===== src/rtl/modulo_issue_arbiter_if.sv =====
// Requester-side bundle for the modulo issue arbiter:
// request handshake plus the shared response bus.
interface modulo_issue_arbiter_if #(
  parameter int NUM_REQ = 4,
  parameter int WIDTH   = 32
);
  logic [NUM_REQ-1:0]       req_valid;
  logic [NUM_REQ-1:0]       req_ready;
  logic [NUM_REQ*WIDTH-1:0] req_a;
  logic [NUM_REQ*WIDTH-1:0] req_b;
  logic [NUM_REQ-1:0]       rsp_valid;
  logic [WIDTH-1:0]         rsp_data;
  logic                     rsp_dz;

  modport master (
    output req_valid, req_a, req_b,
    input  req_ready, rsp_valid, rsp_data, rsp_dz
  );

  modport slave (
    input  req_valid, req_a, req_b,
    output req_ready, rsp_valid, rsp_data, rsp_dz
  );
endinterface


===== src/rtl/modulo_issue_arbiter.sv =====
// Round-robin issue arbiter in front of a fixed-latency
// modulo unit, with a tag pipe routing results home.
module modulo_issue_arbiter #(
  parameter int NUM_REQ      = 4,
  parameter int WIDTH        = 32,
  parameter int LATENCY      = 49,
  parameter int MAX_INFLIGHT = 8
) (
  input  logic                 clk,
  input  logic                 rst_n,
  modulo_issue_arbiter_if.slave rq,
  output logic [WIDTH-1:0]     mod_a,
  output logic [WIDTH-1:0]     mod_b,
  input  logic [WIDTH-1:0]     mod_out,
  output logic                 idle
);
  localparam int IDW = $clog2(NUM_REQ);
  localparam int CW  = $clog2(MAX_INFLIGHT + 1);

  typedef struct packed {
    logic           v;
    logic [IDW-1:0] id;
    logic           dz;
  } tag_t;

  logic [NUM_REQ-1:0] elig;
  logic [NUM_REQ-1:0] gnt;
  logic               take;
  logic [IDW-1:0]     gnt_id;
  logic [WIDTH-1:0]   win_b;
  logic [NUM_REQ-1:0] rsp_hot;
  tag_t               last;

  logic [IDW-1:0]   start_q, start_d;
  logic [WIDTH-1:0] mod_a_q, mod_a_d;
  logic [WIDTH-1:0] mod_b_q, mod_b_d;
  tag_t             tag_q [LATENCY+1];
  tag_t             tag_d [LATENCY+1];
  logic [CW-1:0]    cnt_q [NUM_REQ];
  logic [CW-1:0]    cnt_d [NUM_REQ];

  // A requester competes only while it has credit left.
  always_comb begin
    for (int i = 0; i < NUM_REQ; i++) begin
      elig[i] = rq.req_valid[i] &&
                (cnt_q[i] < CW'(MAX_INFLIGHT));
    end
  end

  // Round-robin search from the slot after the last winner.
  always_comb begin
    int idx;
    logic found;
    idx    = 0;
    found  = 1'b0;
    gnt_id = '0;
    gnt    = '0;
    for (int k = 0; k < NUM_REQ; k++) begin
      idx = (int'(start_q) + k) % NUM_REQ;
      if (!found && elig[IDW'(idx)]) begin
        found  = 1'b1;
        gnt_id = IDW'(idx);
      end
    end
    take = found && rst_n;
    if (take) gnt[gnt_id] = 1'b1;
  end

  assign rq.req_ready = gnt;

  // Operand capture, pointer advance and tag pipe shift.
  always_comb begin
    start_d  = start_q;
    mod_a_d  = mod_a_q;
    mod_b_d  = mod_b_q;
    win_b    = rq.req_b[gnt_id*WIDTH +: WIDTH];
    tag_d[0] = '0;
    if (take) begin
      start_d = (gnt_id == IDW'(NUM_REQ - 1)) ?
                '0 : gnt_id + 1'b1;
      mod_a_d = rq.req_a[gnt_id*WIDTH +: WIDTH];
      mod_b_d = win_b;
      tag_d[0].v  = 1'b1;
      tag_d[0].id = gnt_id;
      tag_d[0].dz = (win_b == '0);
    end
    for (int k = 1; k <= LATENCY; k++) begin
      tag_d[k] = tag_q[k-1];
    end
  end

  // Last tag lines up with mod_out; b=0 results are masked.
  always_comb begin
    last     = tag_q[LATENCY];
    rsp_hot  = '0;
    if (last.v && rst_n) rsp_hot[last.id] = 1'b1;
    rq.rsp_valid = rsp_hot;
    rq.rsp_dz    = last.v && rst_n && last.dz;
    rq.rsp_data  = (last.v && rst_n && !last.dz) ?
                   mod_out : '0;
  end

  // Per-requester credit tracking and idle detect.
  always_comb begin
    idle = 1'b1;
    for (int i = 0; i < NUM_REQ; i++) begin
      cnt_d[i] = cnt_q[i];
      if (gnt[i] && !rsp_hot[i]) cnt_d[i] = cnt_q[i] + 1'b1;
      if (!gnt[i] && rsp_hot[i]) cnt_d[i] = cnt_q[i] - 1'b1;
      if (cnt_q[i] != '0) idle = 1'b0;
    end
  end

  // State registers; reset drops every tag still in flight.
  always_ff @(posedge clk) begin
    if (!rst_n) begin
      start_q <= '0;
      mod_a_q <= '0;
      mod_b_q <= '0;
      for (int k = 0; k <= LATENCY; k++) tag_q[k] <= '0;
      for (int i = 0; i < NUM_REQ; i++) cnt_q[i] <= '0;
    end else begin
      start_q <= start_d;
      mod_a_q <= mod_a_d;
      mod_b_q <= mod_b_d;
      for (int k = 0; k <= LATENCY; k++) tag_q[k] <= tag_d[k];
      for (int i = 0; i < NUM_REQ; i++) begin
        cnt_q[i] <= cnt_d[i];
        assert (!(rsp_hot[i] && cnt_q[i] == '0));
        assert (!(gnt[i] && !rsp_hot[i] &&
                  cnt_q[i] == CW'(MAX_INFLIGHT)));
      end
    end
  end

  assign mod_a = mod_a_q;
  assign mod_b = mod_b_q;
endmodule


===== src/flat_wrapper.sv =====
// flat-port wrapper written by rule: the top's interface ports become plain ports
module modulo_issue_arbiter_flat 
#(
  parameter int NUM_REQ      = 4,
  parameter int WIDTH        = 32,
  parameter int LATENCY      = 49,
  parameter int MAX_INFLIGHT = 8
)
  (clk, rst_n, mod_a, mod_b, mod_out, idle, rq_req_valid, rq_req_a, rq_req_b, rq_req_ready, rq_rsp_valid, rq_rsp_data, rq_rsp_dz);
  modulo_issue_arbiter_if #(.NUM_REQ(NUM_REQ), .WIDTH(WIDTH)) rq_i ();
  input  logic clk;
  input  logic rst_n;
  output logic [WIDTH-1:0] mod_a;
  output logic [WIDTH-1:0] mod_b;
  input  logic [WIDTH-1:0] mod_out;
  output logic idle;
  input wire logic [$bits(rq_i.req_valid)-1:0] rq_req_valid;
  input wire logic [$bits(rq_i.req_a)-1:0] rq_req_a;
  input wire logic [$bits(rq_i.req_b)-1:0] rq_req_b;
  output wire logic [$bits(rq_i.req_ready)-1:0] rq_req_ready;
  output wire logic [$bits(rq_i.rsp_valid)-1:0] rq_rsp_valid;
  output wire logic [$bits(rq_i.rsp_data)-1:0] rq_rsp_data;
  output wire logic [$bits(rq_i.rsp_dz)-1:0] rq_rsp_dz;
  assign rq_i.req_valid = rq_req_valid;
  assign rq_i.req_a = rq_req_a;
  assign rq_i.req_b = rq_req_b;
  assign rq_req_ready = rq_i.req_ready;
  assign rq_rsp_valid = rq_i.rsp_valid;
  assign rq_rsp_data = rq_i.rsp_data;
  assign rq_rsp_dz = rq_i.rsp_dz;
  modulo_issue_arbiter #(.NUM_REQ(NUM_REQ), .WIDTH(WIDTH), .LATENCY(LATENCY), .MAX_INFLIGHT(MAX_INFLIGHT)) u_core (.clk(clk), .rst_n(rst_n), .rq(rq_i), .mod_a(mod_a), .mod_b(mod_b), .mod_out(mod_out), .idle(idle));
endmodule

===== config.mk =====
export PLATFORM = sky130hd
export DESIGN_NAME = modulo_issue_arbiter_flat
export DESIGN_NICKNAME = d
export VERILOG_FILES = /design/src/rtl/modulo_issue_arbiter_if.sv /design/src/rtl/modulo_issue_arbiter.sv /design/src/flat_wrapper.sv
export SDC_FILE = /design/constraint.sdc
export NUM_CORES = 1
export LEC_CHECK = 0
export ABC_AREA = 1
export ABC_CLOCK_PERIOD_IN_PS = 3600
export CORE_MARGIN = 10
export CORE_UTILIZATION = 41
export DETAILED_ROUTE_END_ITERATION = 16
export MAX_ROUTING_LAYER = met4
export PLACE_DENSITY_LB_ADDON = 0.25
export SYNTH_ARGS = -nofsm -noshare
export SYNTH_HDL_FRONTEND = slang
export SYNTH_SLANG_ARGS = --single-unit
export TNS_END_PERCENT = 100

===== constraint.sdc =====
create_clock -name clk -period 3.6 [get_ports clk]
set_clock_uncertainty 0.15 [all_clocks]
set_input_delay 0.72 -clock clk [delete_from_list [all_inputs] [get_ports clk]]
set_output_delay 0.72 -clock clk [all_outputs]
set_load 0.01 [all_outputs]

==> out/qor.csv <==
stage;metric;value;unit
run_status;status;finished clean;
setup_path;r2r_start;u_core.start_q[1];
global_routing;grt_pass1_wl;61300;µm
setup_path;r2r_end;u_core.cnt_q[0][3];
timing;setup-violations-final;0;
setup_path;rrSetupSlack;0.42;ns
drt;first_pass_iters;6;
timing;finalSetupTns;0;ns
synth;synthTopCellsByArea;dfxtp_1 49%, nand2_1 23%, inv_1 8.6%;
power_and_ir_drop;intPower;7.71;mW
power_and_ir_drop;power.share.combinational;41.5;%
setup_path;worstPathMaxFanout;5;
clock_tree;cts_resized;6;
clock_tree;clkSlewWorstSetupHoldPaths;0.06;ns
drt;wl;38800;µm
global_routing;antenna_found_initial;3;
clock_tree;clock-root-buffer;clkbuf_16;
timing;tightest_slew;0.972;ns
floorplanning;fp.dieArea;0.0355;mm²
timing;finalCritPeriodShare;94.3;%
power_and_ir_drop;p_clk_share;28.4;%
synth;synth_compound_area_share;7.14;%
power_and_ir_drop;peakVddDrop;0.000500;V
timing;rsz0062_at_grt;no;
drt;drtAntennaViolNets;0;
setup_path;reg2regPathDepth;21;
global_routing;grt_pass1_vias;11200;
timing;maxSlewHeadroom;35.2;%
timing;clock.fmax;295;MHz
timing;maxSlewViolCount;0;
power_and_ir_drop;swShare;37.2;%
place;portBuffers;399;
synth;synthTopCellsByCount;721 x nand2_1, 282 x dfxtp_1, 266 x inv_1;
clock_tree;hold_buffers;0;
setup_path;path_buf_inv;2;
drt;drc_errors;0;
worst_hold_path;hold_class;reg -> reg;
synth;yosysTopAreaCell;dfxtp_1;
synth;synth_edf_count;0;
worst_hold_path;hold_start;u_core.tag_q[0][80];
setup_path;critPathLaunch;u_core.cnt_q[0][3];
drt;via_per_inst;4.61;
timing;timing.final.ws_setup;0.206;ns
floorplanning;start_util;41.7;%
synth;synth_xor_area_share;0.301;%
synth;synth_top_family_by_area;simple AND/OR/NAND/NOR gates;
global_routing;overflow;0;
place;place_congestion;0.878;
clock_tree;clk_latency;0.56;ns
setup_path;end_kind;output pin;
clock_tree;tritoncts.num_buffers;29;
setup_path;critical_path_class;reg -> out;
place;pre_cts_slack;-0.272;ns
floorplanning;chipWidth;188;µm
synth;synthAdderAreaFrac;2.09;%
power_and_ir_drop;power.switching;4.57;mW
setup_path;cp.required;2.73;ns
power_and_ir_drop;powerDensity;716;mW/mm²
finish;area_delta_synth_final;47.6;%
clock_tree;post_cts_buffers;0;
floorplanning;io_pins;400;
finish;fillers;2523;
synth;syn_nets;1976;
synth;syn_inst;1665;
synth;synth-main-ff-cell;dfxtp_1;
clock_tree;clockBufferDepth;3;
place;place_hpwl;28900;µm
finish;multiInputGateArea;0.00459;mm²
clock_tree;cts_tree;done;
setup_path;slowest_delay;0.67;ns
synth;synth_top_area_share;48.6;%
finish;final_layout_size_suffix_gt1_share;6.07;%
power_and_ir_drop;sequentialPowerShare;30.2;%
drt;top_layer_used;met4;
global_routing;grt_max_degree;99;
drt;route.met3.wl;2420;µm
synth;synth.area.mux_share;0;%
synth;avgSynthCellArea;6.98;µm²
floorplanning;core_region_area;0.0279;mm²
finish;nets;2363;
drt;drt-met1-wl;16200;µm
clock_tree;htree_levels;1;
synth;yosysWarnings;0;
synth;synth_cell_types;29;
setup_path;critPathLaunchType;flop;
finish;seq_area;0.00565;mm²
synth;synth_area;0.0116;mm²
timing;period_minus_slack;3.39;ns
setup_path;worstPathArrival;2.52;ns
floorplanning;rows;61;
drt;num_vias;11300;
worst_hold_path;hold_depth;2;
synth;ys_ff_latch;282;
clock_tree;clock-sinks;282;
setup_path;path_cells;inv_1 > nand4_1 > nor4_1 > clkdlybuf4s50_1;
setup_path;slowest_stage;clkdlybuf4s50_1;
synth;yosysMostFrequentCell;nand2_1;
global_routing;grt_util_all_layers;21.7;%
worst_hold_path;hold_end;u_core.tag_q[0][84];
run;drv_cap;0;
synth;ys_seq_area_share;48.6;%
floorplanning;die_h;188;µm
setup_path;crit_family;buffers and inverters;
power_and_ir_drop;p_leak;8.82;nW
synth;synth_simple_gate_area_share;29.7;%
synth;ys_async_sr_fraction;0;%
drt;post_drt_wl_per_cell;15.8;µm
drt;wl_met2;19000;µm
timing;hold_viol_final;0;
drt;drt_iter0_markers;535;
-- cell families after synthesis --
| logic type | count (synthesis) |
|---|---|
| compound gates | 131 |
| fa+ha+maj | 17 |
| xor+xnor | 4 |
| buf+inv | 355 |
| simple gates | 876 |
| flops | 282 |
-- how the worst max path moves through the flow --
| stage | depth (start not counted) | to |
|---|---|---|
| floorplan | 21 | u_core.cnt_q[0][11] |
| global placement | 19 | u_core.cnt_q[0][15] |
| detailed placement | 22 | u_core.cnt_q[0][15] |
| CTS | 11 | rq_req_ready[3] |
| global route | 21 | u_core.cnt_q[0][3] |
| finish | 4 | idle |
-- tightest hold or removal path, cell delays in order (launching register included) --
cell and delay [ns]:
dfxtp_1 0.31, nand2_1 0.05, inv_1 0.04
-- power by group through the flow --
| stage | Clock [mW] | Combinational [mW] | Sequential, mW |
|---|---|---|---|
| 2_1_floorplan | 0 | 2.95 | 3.86 |
| 3_3_place_gp | 0 | 5.10 | 3.75 |
| 3_5_place_dp | 0 | 5.13 | 3.76 |
| 4_1_cts | 3.56 | 5.14 | 3.70 |
| 5_1_grt | 3.70 | 5.69 | 3.74 |
| 6_report | 3.49 | 5.09 | 3.70 |
-- sequential cells by signal (all words and copies together), names as in the netlist --
register	count
u_core.start_q	2
u_core.tag_q	200
u_core.mod_a	32
u_core.cnt_q	16
u_core.mod_b	32
-- stage by stage --
stage | area [µm²] | hold WS, ns | util (%) | instances | total power, mW
2_1_floorplan | 11600 | 0.240 | - | 1665 | 6.81
3_3_place_gp | 16000 | 0.241 | 57.4 | 2399 | 8.85
3_5_place_dp | 16000 | 0.246 | 57.4 | 2399 | 8.89
4_1_cts | 17100 | 0.260 | 61.5 | 2453 | 12.4
5_1_grt | 17200 | 0.270 | 61.6 | 2456 | 13.1
6_report | 17200 | 0.259 | 61.6 | 2456 | 12.3
-- placed cells by master (no fill, tap or decap), types with 2 or more instances in the layout --
cell / synthesis / final
nand2_2: 8 / 10
buf_4: 7 / 39
fa_1: 4 / 4
a211oi_2: 0 / 2
clkbuf_16: 0 / 29
inv_2: 5 / 5
xnor2_1: 4 / 4
diode_2: 0 / 3
ha_1: 13 / 12
a41oi_1: 32 / 32
o21ai_0: 45 / 45
dfxtp_1: 282 / 281
nand2_4: 2 / 2
a211oi_1: 5 / 3
clkinv_4: 0 / 3
nor2_1: 77 / 77
nand2_1: 721 / 719
clkinvlp_4: 0 / 2
clkinv_2: 0 / 4
a31oi_1: 30 / 30
bufinv_16: 0 / 9
clkdlybuf4s50_1: 0 / 394
inv_1: 266 / 266
nand3_2: 6 / 7
clkbuf_8: 0 / 4
clkbuf_1: 54 / 2
nand4_1: 7 / 7
nand3_1: 48 / 47
clkbuf_2: 0 / 3
a21oi_1: 18 / 18
nor3_1: 5 / 5
-- routing by layer --
metal,GRT usage (%),vias up
li1,-,5780
met1,24.4,5126
met2,37.7,343
met3,4.62,63
met4,7.23,0
met5,-,-
-- final cells by class --
| cell class | instances | area share [%] |
|---|---|---|
| flip-flops and latches | 282 | 32.9 |
| multi-input cells | 1028 | 26.7 |
| repair buffers | 438 | 24.9 |
| inverters | 273 | 6.00 |
| clock buffers | 35 | 4.59 |
| well taps | 378 | 2.76 |
| clock inverters | 19 | 2.05 |
| diodes | 3 | 0.0438 |
(Power assumes the default switching activity.)
